==> src/rtl/mem_wb_stage.sv <==
// Memory-access stage and MEM/WB pipeline register: lane steering, req/ack FSM, fault capture.
// Optional bus timeout is compiled in with `define MEM_TIMEOUT_EN.
module mem_wb_stage #(
   parameter int TIMEOUT_CYCLES = 16
) (
   input  logic        clk,
   input  logic        rst,
   input  logic        in_valid,
   input  logic [63:0] ALUresult,
   input  logic [63:0] WriteData,
   input  logic [4:0]  Rd,
   input  logic        WB,
   input  logic [4:0]  M,
   input  logic        dmem_ack,
   input  logic [63:0] dmem_rdata,
   output logic        stall,
   output logic        dmem_req,
   output logic        dmem_we,
   output logic [63:0] dmem_addr,
   output logic [7:0]  dmem_be,
   output logic [63:0] dmem_wdata,
   output logic [63:0] wb_data_out,
   output logic [4:0]  Rd_out,
   output logic        WB_out,
   output logic [1:0]  fault_out,
   output logic        fsm_state
);

   // Handshake: dmem_req stays high until the cycle dmem_ack is seen; ack without req is ignored.
   typedef enum logic {IDLE, BUSY} state_t;

   localparam logic [1:0] FAULT_NONE    = 2'b00;
   localparam logic [1:0] FAULT_ALIGN   = 2'b01;
   localparam logic [1:0] FAULT_TIMEOUT = 2'b10;

   state_t      state;
   state_t      state_next;

   logic [1:0]  size;
   logic [2:0]  off;
   logic [5:0]  shift_amt;
   logic        mem_op;
   logic        is_store;
   logic [2:0]  align_mask;
   logic [7:0]  lane_mask;
   logic        misaligned;
   logic        access;
   logic        timeout_hit;
   logic        ack_seen;
   logic [63:0] rdata_shifted;
   logic [63:0] load_val;
   logic [7:0]  be_raw;
   logic [63:0] wdata_raw;

   assign size      = M[3:2];
   assign off       = ALUresult[2:0];
   assign shift_amt = {off, 3'b000};
   assign mem_op    = in_valid & (M[0] | M[1]);
   assign is_store  = M[1];

   always_comb begin
      align_mask = 3'b000;
      lane_mask  = 8'h01;
      case (size)
         2'b00: begin align_mask = 3'b000; lane_mask = 8'h01; end
         2'b01: begin align_mask = 3'b001; lane_mask = 8'h03; end
         2'b10: begin align_mask = 3'b011; lane_mask = 8'h0F; end
         default: begin align_mask = 3'b111; lane_mask = 8'hFF; end
      endcase
   end

   assign misaligned = mem_op & ((off & align_mask) != 3'b000);
   assign access     = mem_op & ~misaligned;

   assign be_raw        = lane_mask << off;
   assign wdata_raw     = WriteData << shift_amt;
   assign rdata_shifted = dmem_rdata >> shift_amt;

   always_comb begin
      load_val = 64'd0;
      case (size)
         2'b00:   load_val = {56'd0, rdata_shifted[7:0]};
         2'b01:   load_val = {48'd0, rdata_shifted[15:0]};
         2'b10:   load_val = {32'd0, rdata_shifted[31:0]};
         default: load_val = rdata_shifted;
      endcase
   end

`ifdef MEM_TIMEOUT_EN
   localparam int CNT_W = (TIMEOUT_CYCLES > 2) ? $clog2(TIMEOUT_CYCLES) : 1;
   logic [CNT_W-1:0] timeout_cnt;

   // The counter holds the number of ack-less BUSY cycles already completed.
   assign timeout_hit = (state == BUSY) && (timeout_cnt == CNT_W'(TIMEOUT_CYCLES - 1));

   always_ff @(posedge clk or negedge rst) begin
      if (!rst) begin
         timeout_cnt <= '0;
      end else if ((state == BUSY) && !ack_seen && !timeout_hit) begin
         timeout_cnt <= timeout_cnt + 1'b1;
      end else begin
         timeout_cnt <= '0;
      end
   end
`else
   logic unused_timeout_cfg;
   assign unused_timeout_cfg = (TIMEOUT_CYCLES != 0);
   assign timeout_hit        = 1'b0;
`endif

   // Gating with rst drops the request the moment reset asserts, even mid-access.
   assign dmem_req   = rst & access & ~timeout_hit;
   assign ack_seen   = dmem_req & dmem_ack;
   assign stall      = dmem_req & ~dmem_ack;
   assign dmem_we    = dmem_req & is_store;
   assign dmem_addr  = dmem_req ? {ALUresult[63:3], 3'b000} : 64'd0;
   assign dmem_be    = dmem_req ? be_raw : 8'h00;
   assign dmem_wdata = (dmem_req & is_store) ? wdata_raw : 64'd0;
   assign fsm_state  = (state == BUSY);

   always_ff @(posedge clk or negedge rst) begin
      if (!rst) begin
         state <= IDLE;
      end else begin
         state <= state_next;
      end
   end

   always_comb begin
      state_next = state;
      case (state)
         IDLE: begin
            if (stall) state_next = BUSY;
         end
         BUSY: begin
            if (!stall) state_next = IDLE;
         end
         default: state_next = IDLE;
      endcase
   end

   always_ff @(posedge clk or negedge rst) begin
      if (!rst) begin
         wb_data_out <= 64'd0;
         Rd_out      <= 5'd0;
         WB_out      <= 1'b0;
         fault_out   <= FAULT_NONE;
      end else if (!stall) begin
         wb_data_out <= M[4] ? load_val : ALUresult;
         Rd_out      <= Rd;
         if (!in_valid) begin
            WB_out    <= 1'b0;
            fault_out <= FAULT_NONE;
         end else if (misaligned) begin
            WB_out    <= 1'b0;
            fault_out <= FAULT_ALIGN;
         end else if (timeout_hit) begin
            WB_out    <= 1'b0;
            fault_out <= FAULT_TIMEOUT;
         end else begin
            WB_out    <= WB;
            fault_out <= FAULT_NONE;
         end
      end
   end

endmodule

==> config.mk <==
export PLATFORM = sky130hd
export DESIGN_NAME = mem_wb_stage
export DESIGN_NICKNAME = d
export VERILOG_FILES = /design/src/rtl/mem_wb_stage.sv
export SDC_FILE = /design/constraint.sdc
export NUM_CORES = 1
export LEC_CHECK = 0
export BUFFER_PORTS_ARGS = -buffer_cell sky130_fd_sc_hd__buf_2
export CORE_AREA = 2 2 161 163
export CTS_BUF_LIST = sky130_fd_sc_hd__clkbuf_16
export CTS_CLUSTER_DIAMETER = 50
export DETAILED_ROUTE_END_ITERATION = 8
export DIE_AREA = 0 0 163 165
export PLACE_DENSITY = 0.64
export SLEW_MARGIN = 10
export SYNTH_ARGS = -nofsm -noshare
export SYNTH_HDL_FRONTEND = slang
export SYNTH_SLANG_ARGS = --single-unit
export TNS_END_PERCENT = 1
==> constraint.sdc <==
create_clock -name clk -period 1.8 [get_ports clk]
set_input_delay 0.27 -clock clk [delete_from_list [all_inputs] [get_ports clk]]
set_output_delay 0.27 -clock clk [all_outputs]
set_load 0.005 [all_outputs]
==> flow_metrics.env <==
export IMPL_outcome="complete, but fails checks"
export IMPL_failed_checks="setup timing"
export IMPL_grt_remaining_overflow=0
export IMPL_cts_tree="done"
export IMPL_synth_main_ff_cell="dfrtp_1"
export IMPL_max_freq_mhz=517
export IMPL_synth_mux_area_share_pct=25.8
export IMPL_grt_max_degree=58
export IMPL_fin_ws_ns=-0.134
export IMPL_drc=0
export IMPL_yosysMostFrequentCell="nor2_1"
export IMPL_avgSynthCellArea_um2=7.96
export IMPL_clkLatencyLatePin_ns=0.34
export IMPL_cp_max_fo=5
export IMPL_cpPeakStageDelay_ns=0.47
export IMPL_synth_compound_area_share_pct=18.0
export IMPL_die_y_um=165
export IMPL_io_pins=419
export IMPL_drtIter0Drc=652
export IMPL_synth_top_area_cell="dfrtp_1"
export IMPL_synth_edf_count=0
export IMPL_synth_cell_type_count=55
export IMPL_drive_gt1_share_pct=46.6
export IMPL_area_growth_pct=51.8
export IMPL_wire_per_inst_um=20.5
export IMPL_synthesis_area_um2=7710
export IMPL_period_needed_ns=1.93
export IMPL_h_tree_depth=3
export IMPL_num_rows=58
export IMPL_place_inst=1753
export IMPL_slowest_stage="a2111o_1"
export IMPL_track_usage_pct=25.9
export IMPL_synth_top_family_by_area="multiplexers"
export IMPL_start_kind="input port"
export IMPL_worst_pin_slew_ns=0.852
export IMPL_fin_crit_sh_pct=107
export IMPL_final_cell_count_no_fill=1784
export IMPL_crit_buf_inv=3
export IMPL_hold_viol=0
export IMPL_cp_required_ns=1.53
export IMPL_crit_path_frequent_cell="buf_6"
export IMPL_setup_viol=120
export IMPL_nNetsFinal=1650
export IMPL_yosysWarningCount=0
export IMPL_globalplace_congestion=0.893
export IMPL_num_fill_cells=2504
export IMPL_vias_per_cell=5.37
export IMPL_cts_max_path_buffers=2
export IMPL_die_width_um=163
export IMPL_rsz0062_at_grt="true"
export IMPL_crit_family="compound AO/OA/AOI/OAI gates"
export IMPL_dieArea_um2=26900
export IMPL_grt_first_pass_wirelength_um=52800
export IMPL_synth_area_top_cells="dfrtp_1, mux2i_1, mux4_2"
export IMPL_dp_final_hpwl_um=28900
export IMPL_cts_sinks=72
export IMPL_core_um2=25000
export IMPL_wl_um=36600
export IMPL_finalClockSkew_ns=0
export IMPL_synth_xor_area_share_pct=0.227
export IMPL_fin_area_um2=11700
export IMPL_crit_type="in -> out"
export IMPL_slew_headroom_pct=43.0
export IMPL_place_port_buffers=414
export IMPL_power_density_nw_per_um2=516
export IMPL_yosysSeqAreaShare_pct=23.4
export IMPL_detailedPlace_worstSlack_ns=-0.244
export IMPL_ant_nets=0
export IMPL_dr_pass1_iters=5
export IMPL_synth_commonest_cells="nor2_1, mux2i_1, nand2_1"
export IMPL_cellLeakagePower_nw=6.03
export IMPL_slew_violations=0
export IMPL_antenna_found_initial=8
export IMPL_crit_arrival_ns=1.66
export IMPL_worstHoldPathType="in -> reg"
export IMPL_ir_drop_mv=0.378
export IMPL_clk_pin_slew_ns=0.06
export IMPL_synth_fa_ha_area_share_pct=0
export IMPL_critPathCaptureType="output port"
export IMPL_crit_path_cell_trace="buf_6 > o21a_1 > a2111o_1 > nor4_4 > buf_4 > and2_1 > buf_6"
export IMPL_yosys_register_bits=72
export IMPL_synthSimpleGateAreaFrac_pct=25.1
export IMPL_postPlaceCellArea_um2=11000
export IMPL_final_core_util_pct=46.8
export IMPL_netlist_instances=969
export IMPL_synth_top_cell_area_share_pct=23.4
export IMPL_vias=9578
export IMPL_cts_root_buffer="clkbuf_16"
export IMPL_holdWs_ns=0.129
export IMPL_first_global_vias=9102
export IMPL_synth_async_reset_ratio_pct=100
export IMPL_cap_viol_max_count=0
export IMPL_cts_buffers=9
export IMPL_initial_utilization_pct=30.8
-- flip-flops by register name (all words and copies together), names as in the netlist --
| name | cells |
|---|---|
| wb_data_out | 64 |
| Rd_out | 5 |
| WB_out | 1 |
| fault_out | 1 |
| fsm_state | 1 |
-- stage by stage --
step / setup TNS (ns) / power (mW)
CTS: -5.32 / 6.02
finish: -4.61 / 6.04
floorplan: -0.536 / 2.91
global placement: -16.66 / 3.99
detailed placement: -21.32 / 4.01
global route: -14.75 / 6.33
-- area by class of cell --
type / instances / area (um^2) / area share, %
Antenna cell: 7 / 17.5 / 0.150
Multi-Input combinational cell: 795 / 5520 / 47.1
Inverter: 6 / 27.5 / 0.235
Tap cell: 330 / 413 / 3.53
Clock buffer: 9 / 225 / 1.92
Timing Repair Buffer: 559 / 3620 / 30.9
Sequential cell: 72 / 1800 / 15.4
Clock inverter: 6 / 85.1 / 0.727
-- tightest hold or removal path: stages --
cell and delay [ns]:
buf_2 0.07, nand2_1 0.04, nand2_1 0.05
-- metal layers --
| layer | share of wire (%) | vias to the layer above | track usage, % |
|---|---|---|---|
| met2 | 52 | 504 | 47.5 |
| met3 | 6.9 | 70 | 3.89 |
| met4 | 3.6 | 2 | 12.3 |
| met1 | 38 | 4579 | 29.5 |
| met5 | 0.035 | - | 0 |
| li1 | - | 4423 | - |
-- cells in the final DEF, fill, tap and decap left out, types with 3 or more instances in the layout --
cell,Yosys,layout
o21ai_0,27,27
buf_4,22,109
a221oi_1,20,20
mux4_2,25,25
buf_16,0,4
buf_12,0,20
nor2_1,146,126
nor2b_1,8,7
mux2i_1,110,103
nor3_1,9,7
nand2_1,108,108
buf_6,8,23
mux2i_2,0,6
clkbuf_16,0,9
nand3_1,15,15
a32oi_1,6,6
a21oi_1,79,78
nand3b_1,7,7
diode_2,0,7
a31oi_1,23,22
and2_4,0,3
a22oi_1,17,17
mux2_2,29,29
conb_1,1,4
nor2_2,0,18
o22ai_1,6,6
o2bb2ai_1,10,10
nand2b_1,33,33
o211ai_1,11,11
and2_1,69,66
dfrtp_1,72,72
buf_2,25,401
-- power by group --
part / internal [mW] / leakage (nW) / switching (mW) / total [mW]
Clock: 1.20 / 0.149 / 0.752 / 1.95
Sequential: 1.76 / 0.899 / 0.0767 / 1.84
Combinational: 1.09 / 4.98 / 1.16 / 2.25
Total: 4.05 / 6.03 / 1.99 / 6.04
-- final timing paths --
check / slack, ns / cells after the start / to / start
min in group asynchronous: 0.52 / 3 / wb_data_out[31] / rst
max in group asynchronous: 0.20 / 4 / wb_data_out[0] / rst
hold / removal: 0.13 / 3 / Rd_out[1] / Rd[1]
setup / recovery: -0.13 / 7 / dmem_wdata[7] / M[3]
setup reg to reg: 1.00 / 1 / wb_data_out[21] / wb_data_out[21]
hold reg to reg: 0.47 / 2 / Rd_out[2] / Rd_out[2]
-- cell families after synthesis --
| logic type | count (synthesis) |
|---|---|
| AOI/OAI and AO/OA | 216 |
| xor gates and xnor gates | 2 |
| buffers and inverters | 105 |
| DFF | 72 |
| muxes | 164 |
| other | 1 |
| and+or+nand+nor | 409 |
-- repair_timing --
action,4_1_cts,5_1_grt
pin swaps,24,4
hold endpoints to repair,17,0
cloned,3,0
hold buffers,1,0
endpoints found under the setup margin,130,131
setup buffers,2,3
gates resized for setup,44,35
No activity file was read; power rests on OpenSTA's default activity.
